### config.mk
export PLATFORM = sky130hd
export DESIGN_NAME = riscv_run_ctrl
export DESIGN_NICKNAME = d
export VERILOG_FILES = /design/src/rtl/riscv_dbg_pkg.sv /design/src/rtl/dbg_sync.sv /design/src/rtl/riscv_run_ctrl.sv
export SDC_FILE = /design/constraint.sdc
export NUM_CORES = 1
export LEC_CHECK = 0
export CORE_AREA = 5 5 99 101
export CTS_BUF_LIST = sky130_fd_sc_hd__clkbuf_4 sky130_fd_sc_hd__clkbuf_8
export DETAILED_ROUTE_END_ITERATION = 10
export DIE_AREA = 0 0 104 106
export PLACE_DENSITY = 0.87
export SLEW_MARGIN = 20
export SYNTH_ARGS = -nofsm -noshare
export SYNTH_HDL_FRONTEND = slang
export SYNTH_HIERARCHICAL = 1
export SYNTH_SLANG_ARGS = --single-unit
### constraint.sdc
create_clock -name Clk -period 6.8 [get_ports Clk]
set_clock_uncertainty 0.05 [all_clocks]
set_input_delay 1.36 -clock Clk [delete_from_list [all_inputs] [get_ports Clk]]
set_output_delay 1.36 -clock Clk [all_outputs]
set_load 0.02 [all_outputs]
### src/rtl/riscv_dbg_pkg.sv
// Shared types and constants for the RISC-V run/debug controller.
package riscv_dbg_pkg;

    typedef enum logic [1:0] {
        StRun     = 2'd0,
        StHalt    = 2'd1,
        StWaitRel = 2'd2
    } run_state_e;

    localparam logic [1:0] ModePauseRun = 2'b00;
    localparam logic [1:0] ModeStep     = 2'b01;
    localparam logic [1:0] ModeBpRun    = 2'b10;
    localparam logic [1:0] ModeBpPause  = 2'b11;

    localparam int unsigned CauseW        = 3;
    localparam int unsigned CauseIdxPause = 0;
    localparam int unsigned CauseIdxStep  = 1;
    localparam int unsigned CauseIdxBp    = 2;

    function automatic logic mode_pause_en(input logic [1:0] mode);
        return (mode == ModePauseRun) || (mode == ModeBpPause);
    endfunction

    function automatic logic mode_bp_en(input logic [1:0] mode);
        return (mode == ModeBpRun) || (mode == ModeBpPause);
    endfunction

endpackage

### src/rtl/dbg_sync.sv
// Multi-flop synchroniser for an active-low button, with a falling-edge (press) detector.
module dbg_sync #(
    parameter int unsigned SYNC_STAGES = 2
) (
    input  logic clk_i,
    input  logic rst_ni,
    input  logic btn_ni,
    output logic level_o,
    output logic press_o
);

    logic [SYNC_STAGES-1:0] sync_d, sync_q;
    logic                   prev_d, prev_q;

    always_comb begin
        sync_d  = {sync_q[SYNC_STAGES-2:0], btn_ni};
        prev_d  = sync_q[SYNC_STAGES-1];
        level_o = sync_q[SYNC_STAGES-1];
        press_o = prev_q & ~sync_q[SYNC_STAGES-1];
    end

    // Reset to the released level so a held button cannot fake a press out of reset.
    always_ff @(posedge clk_i) begin
        if (!rst_ni) begin
            sync_q <= '1;
            prev_q <= 1'b1;
        end else begin
            sync_q <= sync_d;
            prev_q <= prev_d;
        end
    end

endmodule

### src/rtl/riscv_run_ctrl.sv
// Run/debug controller: halts the multicycle core on pause, single-step or PC breakpoint,
// resumes on a synchronised Continue press/release, and counts retired instructions.
module riscv_run_ctrl
    import riscv_dbg_pkg::*;
#(
    parameter int unsigned XLEN        = 32,
    parameter int unsigned NUM_BP      = 4,
    parameter int unsigned SYNC_STAGES = 2,
    parameter int unsigned CNT_W       = 32
) (
    input  logic                   Clk,
    input  logic                   Run,
    input  logic                   Continue,
    input  logic [1:0]             mode_i,
    input  logic                   pause_req_i,
    input  logic                   retire_i,
    input  logic [XLEN-1:0]        pc_i,
    input  logic [NUM_BP*XLEN-1:0] bp_addr_i,
    input  logic [NUM_BP-1:0]      bp_en_i,
    output logic                   hold_o,
    output logic [CauseW-1:0]      cause_o,
    output logic [NUM_BP-1:0]      bp_hit_o,
    output logic [CNT_W-1:0]       retired_o,
    output logic [1:0]             state_o
);

    logic cont_level, cont_press;

    dbg_sync #(
        .SYNC_STAGES(SYNC_STAGES)
    ) u_sync (
        .clk_i  (Clk),
        .rst_ni (Run),
        .btn_ni (Continue),
        .level_o(cont_level),
        .press_o(cont_press)
    );

    logic [NUM_BP-1:0] bp_match;

    for (genvar k = 0; k < NUM_BP; k++) begin : g_bp
        assign bp_match[k] = bp_en_i[k] && (pc_i == bp_addr_i[k*XLEN +: XLEN]);
    end

    run_state_e        state_d, state_q;
    logic              hold_d, hold_q;
    logic [CauseW-1:0] cause_d, cause_q;
    logic [NUM_BP-1:0] bp_hit_d, bp_hit_q;
    logic [CNT_W-1:0]  retired_d, retired_q;
    logic              pause_d, pause_q;
    logic [CauseW-1:0] trig;

    always_comb begin
        pause_d = pause_req_i;

        trig                = '0;
        trig[CauseIdxPause] = pause_req_i & ~pause_q & mode_pause_en(mode_i);
        trig[CauseIdxStep]  = retire_i & (mode_i == ModeStep);
        trig[CauseIdxBp]    = retire_i & (|bp_match) & mode_bp_en(mode_i);

        state_d  = state_q;
        cause_d  = cause_q;
        bp_hit_d = bp_hit_q;

        unique case (state_q)
            StRun: begin
                // Simultaneous triggers are all recorded; no priority between them.
                if (|trig) begin
                    state_d  = StHalt;
                    cause_d  = cause_q | trig;
                    bp_hit_d = bp_hit_q | (trig[CauseIdxBp] ? bp_match : '0);
                end
            end
            StHalt: begin
                if (cont_press) begin
                    state_d = StWaitRel;
                end
            end
            StWaitRel: begin
                if (cont_level) begin
                    state_d  = StRun;
                    cause_d  = '0;
                    bp_hit_d = '0;
                end
            end
            default: state_d = StRun;
        endcase

        hold_d = (state_d != StRun);

        retired_d = retired_q;
        if (retire_i && (retired_q != '1)) begin
            retired_d = retired_q + CNT_W'(1);
        end
    end

    always_ff @(posedge Clk) begin
        if (!Run) begin
            state_q   <= StRun;
            hold_q    <= 1'b0;
            cause_q   <= '0;
            bp_hit_q  <= '0;
            retired_q <= '0;
            pause_q   <= 1'b0;
        end else begin
            state_q   <= state_d;
            hold_q    <= hold_d;
            cause_q   <= cause_d;
            bp_hit_q  <= bp_hit_d;
            retired_q <= retired_d;
            pause_q   <= pause_d;
        end
    end

    assign hold_o    = hold_q;
    assign cause_o   = cause_q;
    assign bp_hit_o  = bp_hit_q;
    assign retired_o = retired_q;
    assign state_o   = state_q;

endmodule

==> metrics.txt <==
status=finished clean; core area=between 8000 and 9000 sq um; register clock-pin slew on the reported worst setup and hold paths=80 ps; Starting Density=between 40% and 50%; Slew @ Worst Pin=around 810 ps; chip height=between 100 and 150 um; Final Cycle Share=between 50 and 60%; hold buffer count at cts=0; WP data arrival=around 3900 ps; post-synth net total=approximately 600; GP Congestion=between 0.9 and 1; Crit path max-delay family=simple AND/OR/NAND/NOR gates; DRT Pass-1 Iters=5; Worst Setup SP=pc_i[2]; Max VDD drop=0.0873 mV; total number of H-tree levels=2; DR vias/cell=~5.2; Avg WL per Cell=slightly below 20 um; final setup violating endpoints=0; final net count=811; Seq cells post-synth=46; Max Fclk=~270 MHz; cell with the most instances after synthesis=xor2_1; Max-cap violations=0; Yosys top cell by area=dfxtp_1; dpl cells=740; ys flop type=dfxtp_1; post-DP HPWL=12700 um; Slowest cell on crit path=nor4_1; Die Width=around 100 um; CP Class=input port to register; Yosys cell types=44; Syn. warnings=6; root buffer selected by CTS=clkbuf_8; compound-gate portion of the synthesized area=roughly 7.7%; drc violations=0; Critical Path Max Stage Delay=630 ps; Ports=213; first-pass GRT wire length=22400 um; Leakage=approximately 2.2 nW; Sw Pwr=around 0.18 mW; asr flop ratio synth=0%; # resized after CTS=0; P_int=between 0.4 and 0.5 mW; Yosys top cell area share=between 20% and 30%; Area Growth Syn to Fin=63.7%; Comb power frac=34.5%; r2r setup slk=roughly 4200 ps; Switching Fraction=between 20 and 30%; Post-Synth Simple-Gate Area=between 20 and 30%; Placement Rows=35; Max clock buf depth=2; Post-synth EDFFs=0; total power draw=0.666 mW; CP most frequent cell=nor4_1; Rel. slew slack=between 40% and 50%; cells after synthesis=between 400 and 500; xor and xnor area share after synthesis=about a third; PortBufs=212; Syn Area/Cell=around 8.4 sq um; CTS tree=done; unrepaired setup endpoints after global routing=false; CP required=between 6000 and 7000 ps; Hold Crit Class=register to register; Reg2Reg Depth=6; power share of the clock group=23.8%; gr ovfl total=0; Critical Path Start Type=input port; Setup WS pre-CTS=2820 ps; combinational family with the most area after synthesis=XOR/XNOR gates; First DRT Iteration DRCs=185; setup bufs post-CTS=0; Reg power frac=41.8%; clk_lat worst skew=~300 ps; Critical Path End Type=register; post-layout min period=roughly 3700 ps; Critical path buffers and inverters=1; synth top area cells=dfxtp_1 25%, xor2_1 23%, xnor2_1 11%; Synth top cells by count=93 x xor2_1, 47 x xnor2_1, 46 x dfxtp_1; share of post-route cells with drive strength above 1=1.89%; crit path to=bp_hit_o[1]$_SDFFE_PN0P_; antenna violations before repair=0; PD cells=around 110 nW/um^2; drt total wl=around 15000 um; ordered list of cells on the worst path=clkdlybuf4s50_1, xor2_1, nor4_1, nand4_1, nor4_1, a22oi_1, nor2b_1; mux share of post-synthesis cell area=between 1 and 1.5%; Setup TNS=0 ps; Critical R2R Launch=retired_o[24]$_SDFFE_PN0P_; Reg2Reg Capture Point=retired_o[29]$_SDFFE_PN0P_; Seq/Total Area, Yosys=about a quarter; GRT Total Usage=about a quarter; die area=11000 sq um; setup slack after layout=3070 ps; Crit Path Max Fanout=5; via count=3923; Synth Area in Adders=under 10%; Syn Std Cell Area=about 3600 sq um; CP Depth=7; Hold Vio Cnt, Final=0; WHS=about 370 ps; non-filler instance count after layout=approximately 750; post-route antenna net violation count=0; number of global-route vias before repair=approximately 4200; TritonCTS buffer count=5; fillers=between 700 and 800; Final Slew Violations=0; largest net degree at the start of global routing=51; clock sink count=46
-- worst register-to-register path: cells and delay by family, from the launching register on --
family	cells	cell delay (ps)
flip-flops	1	460
AND/OR/NAND/NOR	5	1840
multiplexers	1	190
-- worst min path at each step --
stage / to / start / slack (ps) / cells after the start
2_1_floorplan: u_sync/sync_q[1]$_SDFF_PN1_ / u_sync/sync_q[0]$_SDFF_PN1_ / 340 / 1
4_1_cts: u_sync/sync_q[1]$_SDFF_PN1_ / u_sync/sync_q[0]$_SDFF_PN1_ / 380 / 1
6_report: u_sync/sync_q[1]$_SDFF_PN1_ / u_sync/sync_q[0]$_SDFF_PN1_ / 370 / 1
5_1_grt: u_sync/sync_q[1]$_SDFF_PN1_ / u_sync/sync_q[0]$_SDFF_PN1_ / 410 / 1
3_5_place_dp: u_sync/sync_q[1]$_SDFF_PN1_ / u_sync/sync_q[0]$_SDFF_PN1_ / 360 / 1
3_3_place_gp: u_sync/sync_q[1]$_SDFF_PN1_ / u_sync/sync_q[0]$_SDFF_PN1_ / 350 / 1
-- area by class of cell --
type | instances | area [sq um] | share of cell area, %
inverter | 17 | 63.8 | 1.08
clock inverter | 2 | 10.0 | 0.169
timing repair buffer | 213 | 2130 | 36.0
antenna | 1 | 2.50 | 0.0423
multi-input combinational | 353 | 2580 | 43.6
clock buffer | 5 | 68.8 | 1.16
sequential | 46 | 921 | 15.6
tap | 111 | 139 | 2.35
-- power by group through the flow --
stage	registers, mW	logic [mW]	clock network, mW
after floorplan	0.288	0.0763	0
after global placement	0.284	0.226	0
after detailed placement	0.285	0.228	0
after CTS	0.278	0.229	0.161
after global routing	0.279	0.246	0.171
final	0.278	0.230	0.159
-- per-stage QoR --
| step | instance area (sq um) | utilization, % |
|---|---|---|
| final | 5920 | 66.2 |
| after global routing | 5910 | 66.2 |
| after CTS | 5910 | 66.2 |
| after detailed placement | 5840 | 65.3 |
| after global placement | 5840 | 65.3 |
| after floorplan | 3610 | - |
-- cell usage in the layout, fill, tap and decap left out, types with 3 or more instances in the layout --
| cell | n |
|---|---|
| clkdlybuf4s50_1 | 212 |
| xor2_1 | 93 |
| xnor2_1 | 47 |
| dfxtp_1 | 46 |
| and2_1 | 26 |
| nor4_1 | 25 |
| nand2_1 | 21 |
| nand4_1 | 18 |
| inv_1 | 17 |
| nand3_1 | 16 |
| nor3_1 | 13 |
| o21ai_0 | 10 |
| nor2b_1 | 9 |
| nand2b_1 | 7 |
| nor2_1 | 7 |
| and4_1 | 6 |
| or3_1 | 6 |
| mux2i_1 | 5 |
| a21boi_0 | 5 |
| clkbuf_8 | 5 |
| a22oi_1 | 4 |
| ha_1 | 4 |
| or4_1 | 3 |
| o22ai_1 | 3 |
-- state kept, by name, summed over array words and instances (netlist names) --
register	count
u_sync/sync_q	2
cause_o	3
pause_q	1
bp_hit_o	4
state_o	2
u_sync/prev_q	1
retired_o	32
hold_o	1
-- logic make-up (layout without fill, tap and decap cells) --
| logic type | Yosys count | in the layout |
|---|---|---|
| DFF | 46 | 46 |
| AOI/OAI and AO/OA | 37 | 37 |
| other | 0 | 1 |
| muxes | 5 | 5 |
| buffers and inverters | 29 | 237 |
| adders and majority gates | 4 | 4 |
| and+or+nand+nor | 167 | 167 |
| xor gates and xnor gates | 140 | 140 |
-- metal layers --
layer | GRT usage [%] | share of wire [%] | wire [um]
met1 | 29.4 | 40 | 5810
met4 | 7.96 | 2.6 | 380
met3 | 6.74 | 7.4 | 1090
met2 | 46.0 | 50 | 7370
met5 | 0 | 0 | 0
Note: power is estimated with default switching activity, not from simulation.
